<file path="src/rtl/mext_pkg.sv">
// Shared definitions for the M-extension sequencing wrapper: funct3 codes,
// FSM states, operand sign encodings and result-source selection.
package mext_pkg;

    localparam logic [2:0] F3_MUL    = 3'b000;
    localparam logic [2:0] F3_MULH   = 3'b001;
    localparam logic [2:0] F3_MULHSU = 3'b010;
    localparam logic [2:0] F3_MULHU  = 3'b011;
    localparam logic [2:0] F3_DIV    = 3'b100;
    localparam logic [2:0] F3_DIVU   = 3'b101;
    localparam logic [2:0] F3_REM    = 3'b110;
    localparam logic [2:0] F3_REMU   = 3'b111;

    // bit0 = operand A signed, bit1 = operand B signed
    localparam logic [1:0] SGN_UU = 2'b00;
    localparam logic [1:0] SGN_SU = 2'b01;
    localparam logic [1:0] SGN_SS = 2'b11;

    typedef enum logic [1:0] {
        IDLE = 2'd0,
        EXEC = 2'd1,
        DONE = 2'd2
    } state_e;

    typedef enum logic [1:0] {
        SRC_LSB = 2'd0,
        SRC_MSB = 2'd1,
        SRC_QUO = 2'd2,
        SRC_REM = 2'd3
    } src_e;

    function automatic logic [1:0] f3_sign(input logic [2:0] f3);
        logic [1:0] sgn;
        unique case (f3)
            F3_MULH, F3_DIV, F3_REM: sgn = SGN_SS;
            F3_MULHSU:               sgn = SGN_SU;
            default:                 sgn = SGN_UU;
        endcase
        return sgn;
    endfunction

    function automatic src_e f3_src(input logic [2:0] f3);
        src_e src;
        unique case (f3)
            F3_MUL:                      src = SRC_LSB;
            F3_MULH, F3_MULHSU, F3_MULHU: src = SRC_MSB;
            F3_DIV, F3_DIVU:             src = SRC_QUO;
            default:                     src = SRC_REM;
        endcase
        return src;
    endfunction

endpackage

</file>
<file path="src/rtl/mext_special.sv">
// Detects RISC-V divide-by-zero and signed-overflow div/rem cases and
// produces their architecturally defined result without using the core.
module mext_special
    import mext_pkg::*;
(
    input  logic [31:0] a,
    input  logic [31:0] b,
    input  logic [2:0]  funct3,
    output logic        is_special,
    output logic [31:0] special_result
);

    logic div_op;
    logic want_rem;
    logic by_zero;
    logic overflow;

    always_comb begin
        div_op         = funct3[2];
        want_rem       = funct3[1];
        by_zero        = (b == 32'd0);
        overflow       = (f3_sign(funct3) == SGN_SS) && (a == 32'h8000_0000) && (b == 32'hFFFF_FFFF);
        is_special     = div_op && (by_zero || overflow);
        special_result = '0;
        if (by_zero) begin
            special_result = want_rem ? a : 32'hFFFF_FFFF;
        end else if (overflow) begin
            special_result = want_rem ? 32'd0 : 32'h8000_0000;
        end
    end

endmodule

</file>
<file path="src/rtl/mext_seq_ctrl.sv">
// Sequencer around the combinational RV32M mul/div core: accepts one op,
// waits the settle time, registers the selected result. Optional macro
// MEXT_DIV_REUSE_EN adds a one-entry cache of the last div/rem operands.
module mext_seq_ctrl
    import mext_pkg::*;
#(
    parameter int MUL_CYCLES = 2,
    parameter int DIV_CYCLES = 4
) (
    input  logic        clk,
    input  logic        rst,
    input  logic        in_valid,
    output logic        in_ready,
    input  logic [2:0]  in_funct3,
    input  logic [31:0] in_rs1,
    input  logic [31:0] in_rs2,
    input  logic [4:0]  in_rd,
    input  logic        flush,
    output logic        out_valid,
    input  logic        out_ready,
    output logic [31:0] out_result,
    output logic [4:0]  out_rd,
    output logic        busy,
    output logic        core_mul_en,
    output logic        core_div_en,
    output logic [31:0] core_a,
    output logic [31:0] core_b,
    output logic [1:0]  core_sign,
    input  logic [31:0] core_ab_msb,
    input  logic [31:0] core_ab_lsb,
    input  logic [31:0] core_quo,
    input  logic [31:0] core_rem
);

    localparam logic [3:0] MUL_LOAD = 4'(MUL_CYCLES - 1);
    localparam logic [3:0] DIV_LOAD = 4'(DIV_CYCLES - 1);

    state_e      state, state_nxt;
    logic [3:0]  cnt, cnt_nxt;
    logic [31:0] a_q, b_q, res_q, res_nxt;
    logic [2:0]  f3_q;
    logic [4:0]  rd_q;
    logic        accept;
    logic        exec;
    logic        is_special;
    logic [31:0] special_result;
    logic        reuse_hit;
    logic [31:0] reuse_result;
    logic [31:0] core_sel;

    mext_special u_special (
        .a              (in_rs1),
        .b              (in_rs2),
        .funct3         (in_funct3),
        .is_special     (is_special),
        .special_result (special_result)
    );

    assign accept = (state == IDLE) && in_valid && !flush;
    assign exec   = (state == EXEC);

    always_comb begin
        unique case (f3_src(f3_q))
            SRC_LSB: core_sel = core_ab_lsb;
            SRC_MSB: core_sel = core_ab_msb;
            SRC_QUO: core_sel = core_quo;
            default: core_sel = core_rem;
        endcase
    end

`ifdef MEXT_DIV_REUSE_EN
    logic        ru_vld;
    logic        ru_signed;
    logic [31:0] ru_a, ru_b, ru_quo, ru_rem;
    logic        store_ru;

    // Only a div/rem that actually ran to completion on the core refreshes the entry
    assign store_ru = exec && (cnt == 4'd0) && f3_q[2] && !flush;

    always_ff @(posedge clk or posedge rst) begin
        if (rst) begin
            ru_vld    <= 1'b0;
            ru_signed <= 1'b0;
            ru_a      <= '0;
            ru_b      <= '0;
            ru_quo    <= '0;
            ru_rem    <= '0;
        end else if (store_ru) begin
            ru_vld    <= 1'b1;
            ru_signed <= (f3_sign(f3_q) == SGN_SS);
            ru_a      <= a_q;
            ru_b      <= b_q;
            ru_quo    <= core_quo;
            ru_rem    <= core_rem;
        end
    end

    assign reuse_hit    = ru_vld && in_funct3[2] && (in_rs1 == ru_a) && (in_rs2 == ru_b)
                          && (ru_signed == (f3_sign(in_funct3) == SGN_SS));
    assign reuse_result = in_funct3[1] ? ru_rem : ru_quo;
`else
    assign reuse_hit    = 1'b0;
    assign reuse_result = '0;
`endif

    always_ff @(posedge clk or posedge rst) begin
        if (rst) begin
            state <= IDLE;
            cnt   <= '0;
            a_q   <= '0;
            b_q   <= '0;
            f3_q  <= '0;
            rd_q  <= '0;
            res_q <= '0;
        end else begin
            state <= state_nxt;
            cnt   <= cnt_nxt;
            res_q <= res_nxt;
            if (accept) begin
                a_q  <= in_rs1;
                b_q  <= in_rs2;
                f3_q <= in_funct3;
                rd_q <= in_rd;
            end
        end
    end

    always_comb begin
        state_nxt = state;
        cnt_nxt   = cnt;
        res_nxt   = res_q;
        unique case (state)
            IDLE: begin
                if (accept) begin
                    if (is_special) begin
                        res_nxt   = special_result;
                        state_nxt = DONE;
                    end else if (reuse_hit) begin
                        res_nxt   = reuse_result;
                        state_nxt = DONE;
                    end else begin
                        cnt_nxt   = in_funct3[2] ? DIV_LOAD : MUL_LOAD;
                        state_nxt = EXEC;
                    end
                end
            end
            EXEC: begin
                if (cnt == 4'd0) begin
                    res_nxt   = core_sel;
                    state_nxt = DONE;
                end else begin
                    cnt_nxt = cnt - 4'd1;
                end
            end
            DONE: begin
                if (out_ready) begin
                    state_nxt = IDLE;
                end
            end
            default: state_nxt = IDLE;
        endcase
        // A kill overrides everything, including a completing or waiting result
        if (flush) begin
            state_nxt = IDLE;
            res_nxt   = res_q;
        end
    end

    // Outside EXEC the core sees benign operands (0 / 1) so it never divides by zero
    assign core_mul_en = exec && !f3_q[2];
    assign core_div_en = exec && f3_q[2];
    assign core_a      = exec ? a_q : 32'd0;
    assign core_b      = exec ? b_q : 32'd1;
    assign core_sign   = exec ? f3_sign(f3_q) : SGN_UU;

    assign in_ready   = (state == IDLE);
    assign out_valid  = (state == DONE);
    assign busy       = (state != IDLE);
    assign out_result = res_q;
    assign out_rd     = rd_q;

endmodule

</file>
<file path="config.mk">
export PLATFORM = sky130hd
export DESIGN_NAME = mext_seq_ctrl
export DESIGN_NICKNAME = d
export VERILOG_FILES = /design/src/rtl/mext_pkg.sv /design/src/rtl/mext_special.sv /design/src/rtl/mext_seq_ctrl.sv
export SDC_FILE = /design/constraint.sdc
export NUM_CORES = 1
export LEC_CHECK = 0
export ABC_AREA = 1
export BUFFER_PORTS_ARGS = -buffer_cell sky130_fd_sc_hd__buf_4
export CORE_MARGIN = 3
export CORE_UTILIZATION = 38
export CTS_CLUSTER_SIZE = 25
export DETAILED_ROUTE_END_ITERATION = 10
export PLACE_DENSITY = 0.76
export SLEW_MARGIN = 30
export SYNTH_ARGS = -nofsm -noshare
export SYNTH_HDL_FRONTEND = slang
export SYNTH_HIERARCHICAL = 1
export SYNTH_SLANG_ARGS = --single-unit
</file>
<file path="constraint.sdc">
create_clock -name clk -period 13.13 [get_ports clk]
set_input_delay 3.939 -clock clk [delete_from_list [all_inputs] [get_ports clk]]
set_output_delay 3.939 -clock clk [all_outputs]
set_load 0.03 [all_outputs]
</file>
==> results.sh, run 1 <==
export IMPL_min_path_cells=2
export IMPL_design_area_um2=9602
export IMPL_antenna_found_initial=0
export IMPL_clockBufferDepth=2
export IMPL_r2r_slack_ns=9.57
export IMPL_postCtsSetupBuffers=0
export IMPL_status="completed"
export IMPL_synth_top_flop_cell="dfrtp_1"
export IMPL_dr_first_iter_drc_count=543
export IMPL_r2r_cells=9
export IMPL_initial_core_util_pct=39.44
export IMPL_vias=7759
export IMPL_std_cell_rows=48
export IMPL_powerDensity_nw_per_um2=129.7
export IMPL_cts_root_buf="clkbuf_16"
export IMPL_hold_ws_ns=0.4831
export IMPL_rsz0062_at_grt="no"
export IMPL_syn_cell_area_um2=6940
export IMPL_power_total_mw=1.245
export IMPL_avgSynthCellArea_um2=6.432
export IMPL_seq_area_um2=2754
export IMPL_final_layout_size_suffix_gt1_share_pct=26.61
export IMPL_die_w_um=141.1
export IMPL_drtPass1Iterations=5
export IMPL_period_share_pct=51.23
export IMPL_seq_area_frac_synth_pct=39.66
export IMPL_dieArea_um2=19920
export IMPL_r2r_end="out_result[23]"
export IMPL_syn_nets=1285
export IMPL_worstSkewPairLatency_ns=0.36
export IMPL_power_leakage_nw=5.327
export IMPL_end_kind="flip-flop"
export IMPL_cp_arrival_ns=6.97
export IMPL_synth_edf_count=0
export IMPL_worstHoldStart="out_result[20]"
export IMPL_drt_wl_total_mm=25.30
export IMPL_path_max_fanout=33
export IMPL_synth_top_cell_by_area="dfrtp_1"
export IMPL_ys_types=27
export IMPL_drc_errors=0
export IMPL_syn_to_final_growth_pct=38.35
export IMPL_fillCellCount=1769
export IMPL_synth_area_top_cells="dfrtp_1, nor2_1, nand2_1"
export IMPL_htreeDepth=3
export IMPL_hold_end="out_result[20]"
export IMPL_final_nets=1550
export IMPL_grt_pass1_vias=7405
export IMPL_synth_most_common_cell="nor2_1"
export IMPL_cts_tree="built"
export IMPL_ir_worst_vdd_mv=0.07118
export IMPL_start_kind="input port"
export IMPL_multi_input_area_um2=3475
export IMPL_period_minus_slack_ns=6.727
export IMPL_via_per_inst=4.929
export IMPL_routedWlPerCell_um=16.07
export IMPL_io_pins=313
export IMPL_synthesis_instances=1079
export IMPL_yosys_register_bits=110
export IMPL_cts_hold_buf=0
export IMPL_cts_sinks=110
export IMPL_critical_path_class="input port to flip-flop"
export IMPL_postPlaceCellArea_um2=9291
export IMPL_cts_resized=0
export IMPL_port_buffers=312
export IMPL_die_h_um=141.1
export IMPL_finalWorstSetupSlack_ns=6.403
export IMPL_track_usage_pct=24.40
export IMPL_diodes=0
export IMPL_drtAntennaViolNets=0
export IMPL_cts_buffers=9
export IMPL_grt_pass1_wl_mm=38.87
export IMPL_skew_ns=0.007237
export IMPL_synthTopCellsByCount="nor2_1, nand2_1, nand3_1"
export IMPL_dp_worst_setup_slack_ns=6.058
export IMPL_max_freq_mhz=148.7
export IMPL_drv_slew=0
export IMPL_async_flop_share_pct=100.0
export IMPL_path_clk_slew_ns=0.07
export IMPL_setup_viol=0
export IMPL_overflow=0
export IMPL_dp_hpwl_mm=18.81
export IMPL_grt_max_degree=116
export IMPL_synth_top_area_share_pct=39.66
export IMPL_gp_congestion=0.8629
export IMPL_worst_slew_pin_slew_ns=0.7831
export IMPL_max_cap_violations=0
export IMPL_tns_ns=0
export IMPL_min_path_type="flip-flop to flip-flop"
export IMPL_worstPathRequired_ns=13.38
export IMPL_slew_headroom_pct=47.80
export IMPL_final_hold_viol_count=0
export IMPL_r2r_start="state[0]"
export IMPL_fp_coreArea_um2=17600
export IMPL_yosys_warnings=6
## kinds of logic after synthesis
logic type | count (synthesis) | synth area share [%]
xor+xnor | 1 | 0.1262
fa+ha+maj | 1 | 0.1802
simple gates | 678 | 39.64
buf+inv | 166 | 10.53
compound gates | 118 | 9.050
flops | 110 | 39.66
mux | 5 | 0.8112
## critical path: stages
cell and delay, ns:
buf_4 0.13, nor2_1 0.20, nand2_1 0.09, nor3_2 0.29, nand2_2 0.46, a21oi_1 0.32, inv_1 0.08, nand2_1 0.07
nand2_1 0.08, nor2_4 0.57, inv_2 0.46, nand2_1 0.17, nand2_1 0.06
## flip-flops by register name, summed over array words and instances, names as in the netlist
| signal | cells |
|---|---|
| cnt | 4 |
| f3_q | 3 |
| b_q | 32 |
| out_rd | 5 |
| a_q | 32 |
| state | 2 |
| out_result | 32 |
## per-layer routing
metal	track usage, %	vias to the layer above	part of all wire (%)
li1	-	3881	-
met1	30.66	3536	41
met2	41.71	303	48
met3	5.868	39	8.7
met4	7.190	0	2.2
met5	0	-	0
## worst max path at each step
stage | from | to | slack (ns) | depth (start not counted)
floorplan | rst | a_q[0] | 6.29 | 1
global placement | in_rs2[0] | out_result[22] | 6.14 | 13
detailed placement | in_rs2[0] | out_result[10] | 6.06 | 13
global route | in_rs2[0] | out_result[2] | 6.07 | 13
finish | in_rs2[0] | out_result[23] | 6.40 | 13
CTS | in_rs2[0] | out_result[10] | 6.43 | 13
## metrics by stage
step / instances / utilization [%]
finish: 1574 / 54.56
global route: 1574 / 54.56
CTS: 1574 / 54.56
detailed placement: 1558 / 52.80
global placement: 1558 / 52.76
floorplan: 1079 / -
## cell type report
type                       count  share of cell area (%)
sequential                   110                   28.68
tap                          225                   2.932
timing repair buffer         319                   24.98
multi-input combinational    803                   36.19
inverter                     101                   3.987
clock buffer                  12                   2.671
clock inverter                 4                  0.5603
## where the power goes
group | internal [mW] | leakage [nW] | switching, mW
clock | 0.160 | 0.145 | 0.133
sequential | 0.410 | 1.30 | 0.0354
combinational | 0.183 | 3.88 | 0.325
## cell usage in the layout (no fill, tap or decap), types with 2 or more instances in the layout
cell type	instances
a21oi_1	70
a21oi_2	6
buf_4	318
clkbuf_16	9
clkbuf_8	2
clkinvlp_4	2
dfrtp_1	109
inv_1	94
inv_2	5
mux2_1	5
nand2_1	241
nand2_2	4
nand2_4	2
nand3_1	113
nand4_1	11
nor2_1	302
nor2_4	2
nor3_2	2
o211ai_1	3
o21ai_0	34
o21ai_1	2
No activity file was read; power rests on OpenSTA's default activity.
==> run 2: changes to the inputs <==
==> constraint.sdc (replaced) <==
create_clock -name clk -period 6.25 [get_ports clk]
set_input_delay 1.875 -clock clk [delete_from_list [all_inputs] [get_ports clk]]
set_output_delay 1.875 -clock clk [all_outputs]
set_load 0.03 [all_outputs]
==> run 2 against run 1 <==
Sequential cell count is the same. Wire length down 0.52%. Via count is 0.18% higher.
==> results.sh, run 2 (synthesis gave the netlist of run 1 again) <==
export IMPL_antenna_found_initial=0
export IMPL_max_freq_mhz=217.0
export IMPL_drt_wl_total_mm=25.17
export IMPL_min_path_type="flip-flop to flip-flop"
export IMPL_dieArea_um2=19920
export IMPL_overflow=0
export IMPL_grt_pass1_vias=7478
export IMPL_postPlaceCellArea_um2=9296
export IMPL_combPwrFrac_pct=41.8
export IMPL_fillCellCount=1743
export IMPL_path_max_fanout=33
export IMPL_period_minus_slack_ns=4.607
export IMPL_slew_headroom_pct=46.92
export IMPL_cts_resized=0
export IMPL_p_int_mw=1.525
export IMPL_cts_tree="built"
export IMPL_worstSkewPairLatency_ns=0.35
export IMPL_grt_max_degree=95
export IMPL_vias=7773
export IMPL_worst_slew_pin_slew_ns=0.7963
export IMPL_dr_first_iter_drc_count=443
export IMPL_power_share_switching_pct=40.25
export IMPL_critPathTopFamily="simple AND/OR/NAND/NOR gates"
export IMPL_ir_worst_vdd_mv=0.1505
export IMPL_pwr_share_clk_pct=21.4
export IMPL_worstPathRequired_ns=6.48
export IMPL_syn_to_final_growth_pct=37.82
export IMPL_routedWlPerCell_um=16.00
export IMPL_cts_hold_buf=0
export IMPL_cp_slowest_cell="nor2_4"
export IMPL_final_nets=1550
export IMPL_std_cell_rows=48
export IMPL_power_leakage_nw=5.317
export IMPL_htreeDepth=3
export IMPL_cts_root_buf="clkbuf_16"
export IMPL_cts_sinks=110
export IMPL_cp_cell_sequence="buf_4 -> nor2_1 -> nand2_1 -> nor3_2 -> nand2_2 -> a21oi_1 -> inv_1 -> nand2_1 -> nand2_1 -> nor2_4 -> inv_2 -> nand2_1 -> nand2_1"
export IMPL_drv_slew=0
export IMPL_fp_coreArea_um2=17600
export IMPL_powerDensity_nw_per_um2=266.8
export IMPL_cts_buffers=9
export IMPL_critPathBufInv=3
export IMPL_clockBufferDepth=2
export IMPL_postCtsSetupBuffers=0
export IMPL_final_cell_mix="buf_4, nor2_1, nand2_1"
export IMPL_start_kind="input port"
export IMPL_setup_viol=0
export IMPL_layout_commonest_cell="buf_4"
export IMPL_critical_path_class="input port to flip-flop"
export IMPL_drc_errors=0
export IMPL_diodes=0
export IMPL_pwr_share_seq_pct=36.8
export IMPL_status="completed"
export IMPL_track_usage_pct=24.20
export IMPL_final_hold_viol_count=0
export IMPL_die_h_um=141.1
export IMPL_design_area_um2=9565
export IMPL_p_sw_mw=1.027
export IMPL_gp_congestion=0.8629
export IMPL_dp_hpwl_mm=18.80
export IMPL_port_buffers=312
export IMPL_tns_ns=0
export IMPL_period_share_pct=73.72
export IMPL_via_per_inst=4.942
export IMPL_initial_core_util_pct=39.44
export IMPL_max_cap_violations=0
export IMPL_grt_pass1_wl_mm=38.63
export IMPL_cp_arrival_ns=4.84
export IMPL_die_w_um=141.1
export IMPL_path_clk_slew_ns=0.07
export IMPL_io_pins=313
export IMPL_rsz0062_at_grt="no"
export IMPL_drtPass1Iterations=5
export IMPL_end_kind="flip-flop"
export IMPL_drtAntennaViolNets=0
export IMPL_skew_ns=0.01019
export IMPL_critPathMaxStageDelay_ns=0.58
export IMPL_final_layout_size_suffix_gt1_share_pct=26.56
export IMPL_cpMostUsedCell="nand2_1"
## run 2: cell types whose count changed in the layout (fill, tap and decap cells not counted), sizes merged
cell      previous run  this run
inv                101       100
bufinv               1         0
clkbuf              12        11
clkinv               1         5
clkinvlp             2         0
## run 2: final timing paths
path | startpoint | endpoint | slack, ns | cells past startpoint
min in group asynchronous | rst | a_q[31] | 1.62 | 2
worst min-delay path | out_result[31] | out_result[31] | 0.48 | 2
max in group asynchronous | rst | out_result[27] | 3.65 | 3
worst max register to register | state[0] | out_result[7] | 3.47 | 8
worst min register to register | out_result[31] | out_result[31] | 0.48 | 2
worst max-delay path | in_rs2[0] | out_result[7] | 1.64 | 13
## run 2: power groups by stage
stage / registers (mW) / clock network, mW / logic, mW
after global routing: 0.958 / 0.580 / 1.17
after CTS: 0.940 / 0.556 / 1.07
after floorplan: 1.02 / 0 / 0.585
after global placement: 0.947 / 0 / 1.05
final: 0.940 / 0.546 / 1.07
after detailed placement: 0.953 / 0 / 1.07
## run 2: per-layer routing
metal | part of all wire, % | global-route usage, %
met1 | 41 | 30.64
met2 | 48 | 41.43
met3 | 9.2 | 5.936
met4 | 1.8 | 6.221
met5 | 0 | 0
## run 2: layout make-up
cell class | count | area, um^2 | area share (%)
tap | 225 | 281.5 | 2.943
inverter | 101 | 385.4 | 4.029
sequential | 110 | 2754 | 28.79
clock inverter | 4 | 23.77 | 0.2485
timing repair buffer | 319 | 2395 | 25.04
multi-input combinational | 803 | 3483 | 36.42
clock buffer | 11 | 242.7 | 2.538
## run 2: stage by stage
stage	hold slack [ns]	util, %	power, mW	std cells	setup WS, ns
after floorplan	0.4808	-	1.608	1079	1.473
after global placement	0.4671	52.76	1.999	1558	1.333
after detailed placement	0.4670	52.83	2.023	1558	1.252
after CTS	0.4870	54.34	2.569	1573	1.617
after global routing	0.5041	54.36	2.708	1573	1.304
final	0.4833	54.36	2.552	1573	1.643
## run 2: worst min-delay path: stages (launching register included)
cell and delay (ns):
dfrtp_1 0.35, nand2_1 0.05, nand2_1 0.06
==> run 3: changes to the inputs <==
--- a/config.mk
+++ b/config.mk
@@ -11,7 +11,7 @@
 export CORE_UTILIZATION = 38
 export CTS_CLUSTER_SIZE = 25
 export DETAILED_ROUTE_END_ITERATION = 10
-export PLACE_DENSITY = 0.76
+export PLACE_DENSITY = 0.78
 export SLEW_MARGIN = 30
 export SYNTH_ARGS = -nofsm -noshare
 export SYNTH_HDL_FRONTEND = slang
==> constraint.sdc (replaced) <==
create_clock -name clk -period 3.8 [get_ports clk]
set_input_delay 1.14 -clock clk [delete_from_list [all_inputs] [get_ports clk]]
set_output_delay 1.14 -clock clk [all_outputs]
set_load 0.03 [all_outputs]
==> run 3 against run 2 <==
Global-route usage grew 0.32 points. Combinational power grew 66%. Via count grew 0.84%. Die area is the same. Clock skew shrank 0.0043 ns. Register-to-register slack lost 2.0 ns. Cell area grew 1.3%. Sequential cell count is the same.
==> results.sh, run 3 (synthesis gave the netlist of run 1 again) <==
export IMPL_status="completed"
export IMPL_drt_wl_total_mm=25.22
export IMPL_cts_resized=0
export IMPL_cp_slowest_cell="nand2_4"
export IMPL_diodes=0
export IMPL_period_share_pct=81.40
export IMPL_seq_area_um2=2753
export IMPL_track_usage_pct=24.51
export IMPL_cts_root_buf="clkbuf_16"
export IMPL_port_buffers=312
export IMPL_utilization_pct=55.08
export IMPL_design_area_um2=9693
export IMPL_multi_input_area_um2=3477
export IMPL_final_nets=1556
export IMPL_critPathBufInv=3
export IMPL_powerDensity_nw_per_um2=449.1
export IMPL_power_total_mw=4.353
export IMPL_path_max_fanout=54
export IMPL_vias=7838
export IMPL_initial_core_util_pct=39.44
export IMPL_max_cap_violations=0
export IMPL_cts_sinks=110
export IMPL_routedWlPerCell_um=15.96
export IMPL_cts_hold_buf=0
export IMPL_grt_pass1_vias=7592
export IMPL_worstSkewPairLatency_ns=0.35
export IMPL_tns_ns=0
export IMPL_worst_slew_pin_slew_ns=0.8464
export IMPL_power_leakage_nw=5.376
export IMPL_cpMostUsedCell="inv_2"
export IMPL_period_minus_slack_ns=3.093
export IMPL_setup_viol=0
export IMPL_overflow=0
export IMPL_dieArea_um2=19920
export IMPL_rsz0062_at_grt="no"
export IMPL_critical_path_class="flip-flop to primary output"
export IMPL_drc_errors=0
export IMPL_cp_arrival_ns=1.95
export IMPL_grt_max_degree=67
export IMPL_cp_cell_sequence="inv_2 -> nand2_4 -> inv_2 -> nand3_1 -> o31ai_1 -> buf_4"
export IMPL_fp_coreArea_um2=17600
export IMPL_syn_to_final_growth_pct=39.66
export IMPL_drv_slew=0
export IMPL_final_hold_viol_count=0
export IMPL_drtAntennaViolNets=0
export IMPL_antenna_found_initial=0
export IMPL_worstPathRequired_ns=2.66
export IMPL_fillCellCount=1735
export IMPL_critPathTopFamily="simple AND/OR/NAND/NOR gates"
export IMPL_postPlaceCellArea_um2=9373
export IMPL_htreeDepth=3
export IMPL_skew_ns=0.005902
export IMPL_final_cell_mix="buf_4, nor2_1, nand2_1"
export IMPL_postCtsSetupBuffers=0
export IMPL_io_pins=313
export IMPL_hold_ws_ns=0.4872
export IMPL_final_layout_size_suffix_gt1_share_pct=27.01
export IMPL_path_clk_slew_ns=0.08
export IMPL_cts_tree="built"
export IMPL_via_per_inst=4.961
export IMPL_grt_pass1_wl_mm=38.96
export IMPL_max_freq_mhz=323.3
export IMPL_gp_congestion=0.8475
export IMPL_layout_commonest_cell="buf_4"
export IMPL_dr_first_iter_drc_count=422
export IMPL_die_h_um=141.1
export IMPL_std_cell_rows=48
export IMPL_ir_worst_vdd_mv=0.2793
export IMPL_min_path_type="flip-flop to flip-flop"
export IMPL_slew_headroom_pct=43.46
export IMPL_drtPass1Iterations=7
export IMPL_start_kind="flip-flop"
export IMPL_die_w_um=141.1
export IMPL_end_kind="primary output"
export IMPL_cts_buffers=9
export IMPL_critPathMaxStageDelay_ns=0.49
export IMPL_clockBufferDepth=2
export IMPL_dp_hpwl_mm=19.06
==> run 3: changes by cell type in the layout (fill, tap and decap cells not counted), moves of 2 or more <==
cell / before / now
buf_12: 0 / 3
clkinvlp_4: 0 / 2
bufinv_16: 0 / 2
buf_4: 319 / 322
==> run 3: path summary, 6_finish.rpt <==
kind | cells past startpoint | slack [ns] | start | to
worst max-delay path | 6 | 0.71 | state[1] | core_sign[0]
worst min-delay path | 2 | 0.49 | out_result[19] | out_result[19]
worst max register to register | 9 | 1.46 | state[1] | out_result[11]
worst min register to register | 2 | 0.49 | out_result[19] | out_result[19]
max in group asynchronous | 3 | 2.18 | rst | b_q[31]
min in group asynchronous | 2 | 0.94 | rst | a_q[27]
==> run 3: layout make-up <==
cell class,count,share of cell area (%)
Multi-Input combinational cell,803,35.87
Sequential cell,110,28.40
Timing Repair Buffer,325,25.56
Inverter,101,3.963
Tap cell,225,2.904
Clock buffer,9,2.323
Clock inverter,7,0.9810
==> run 3: worst min-delay path, delay by kind of cell, from the launching register on <==
kind             cells  cell delay, ns
AND/OR/NAND/NOR      2            0.11
flip-flops           1            0.35
==> run 3: where the power goes <==
part           total, mW  switching (mW)  internal (mW)
clock network       1.05           0.465          0.581
registers           1.53           0.111           1.42
logic               1.78            1.14          0.641
total               4.35            1.71           2.64
==> run 3: per-stage QoR <==
stage               std cells  worst slack, ns
global placement         1564           0.5465
global route             1580           0.5457
floorplan                1079           0.9136
finish                   1580           0.7069
CTS                      1580           0.6417
detailed placement       1564           0.5077
==> run 3: routing by layer <==
metal / track usage (%) / vias to the layer above / wire length, um
li1: - / 3899 / -
met1: 31.03 / 3592 / 10470
met2: 42.24 / 315 / 12260
met3: 5.461 / 32 / 2004
met4: 6.629 / 0 / 472
met5: 0 / - / 0
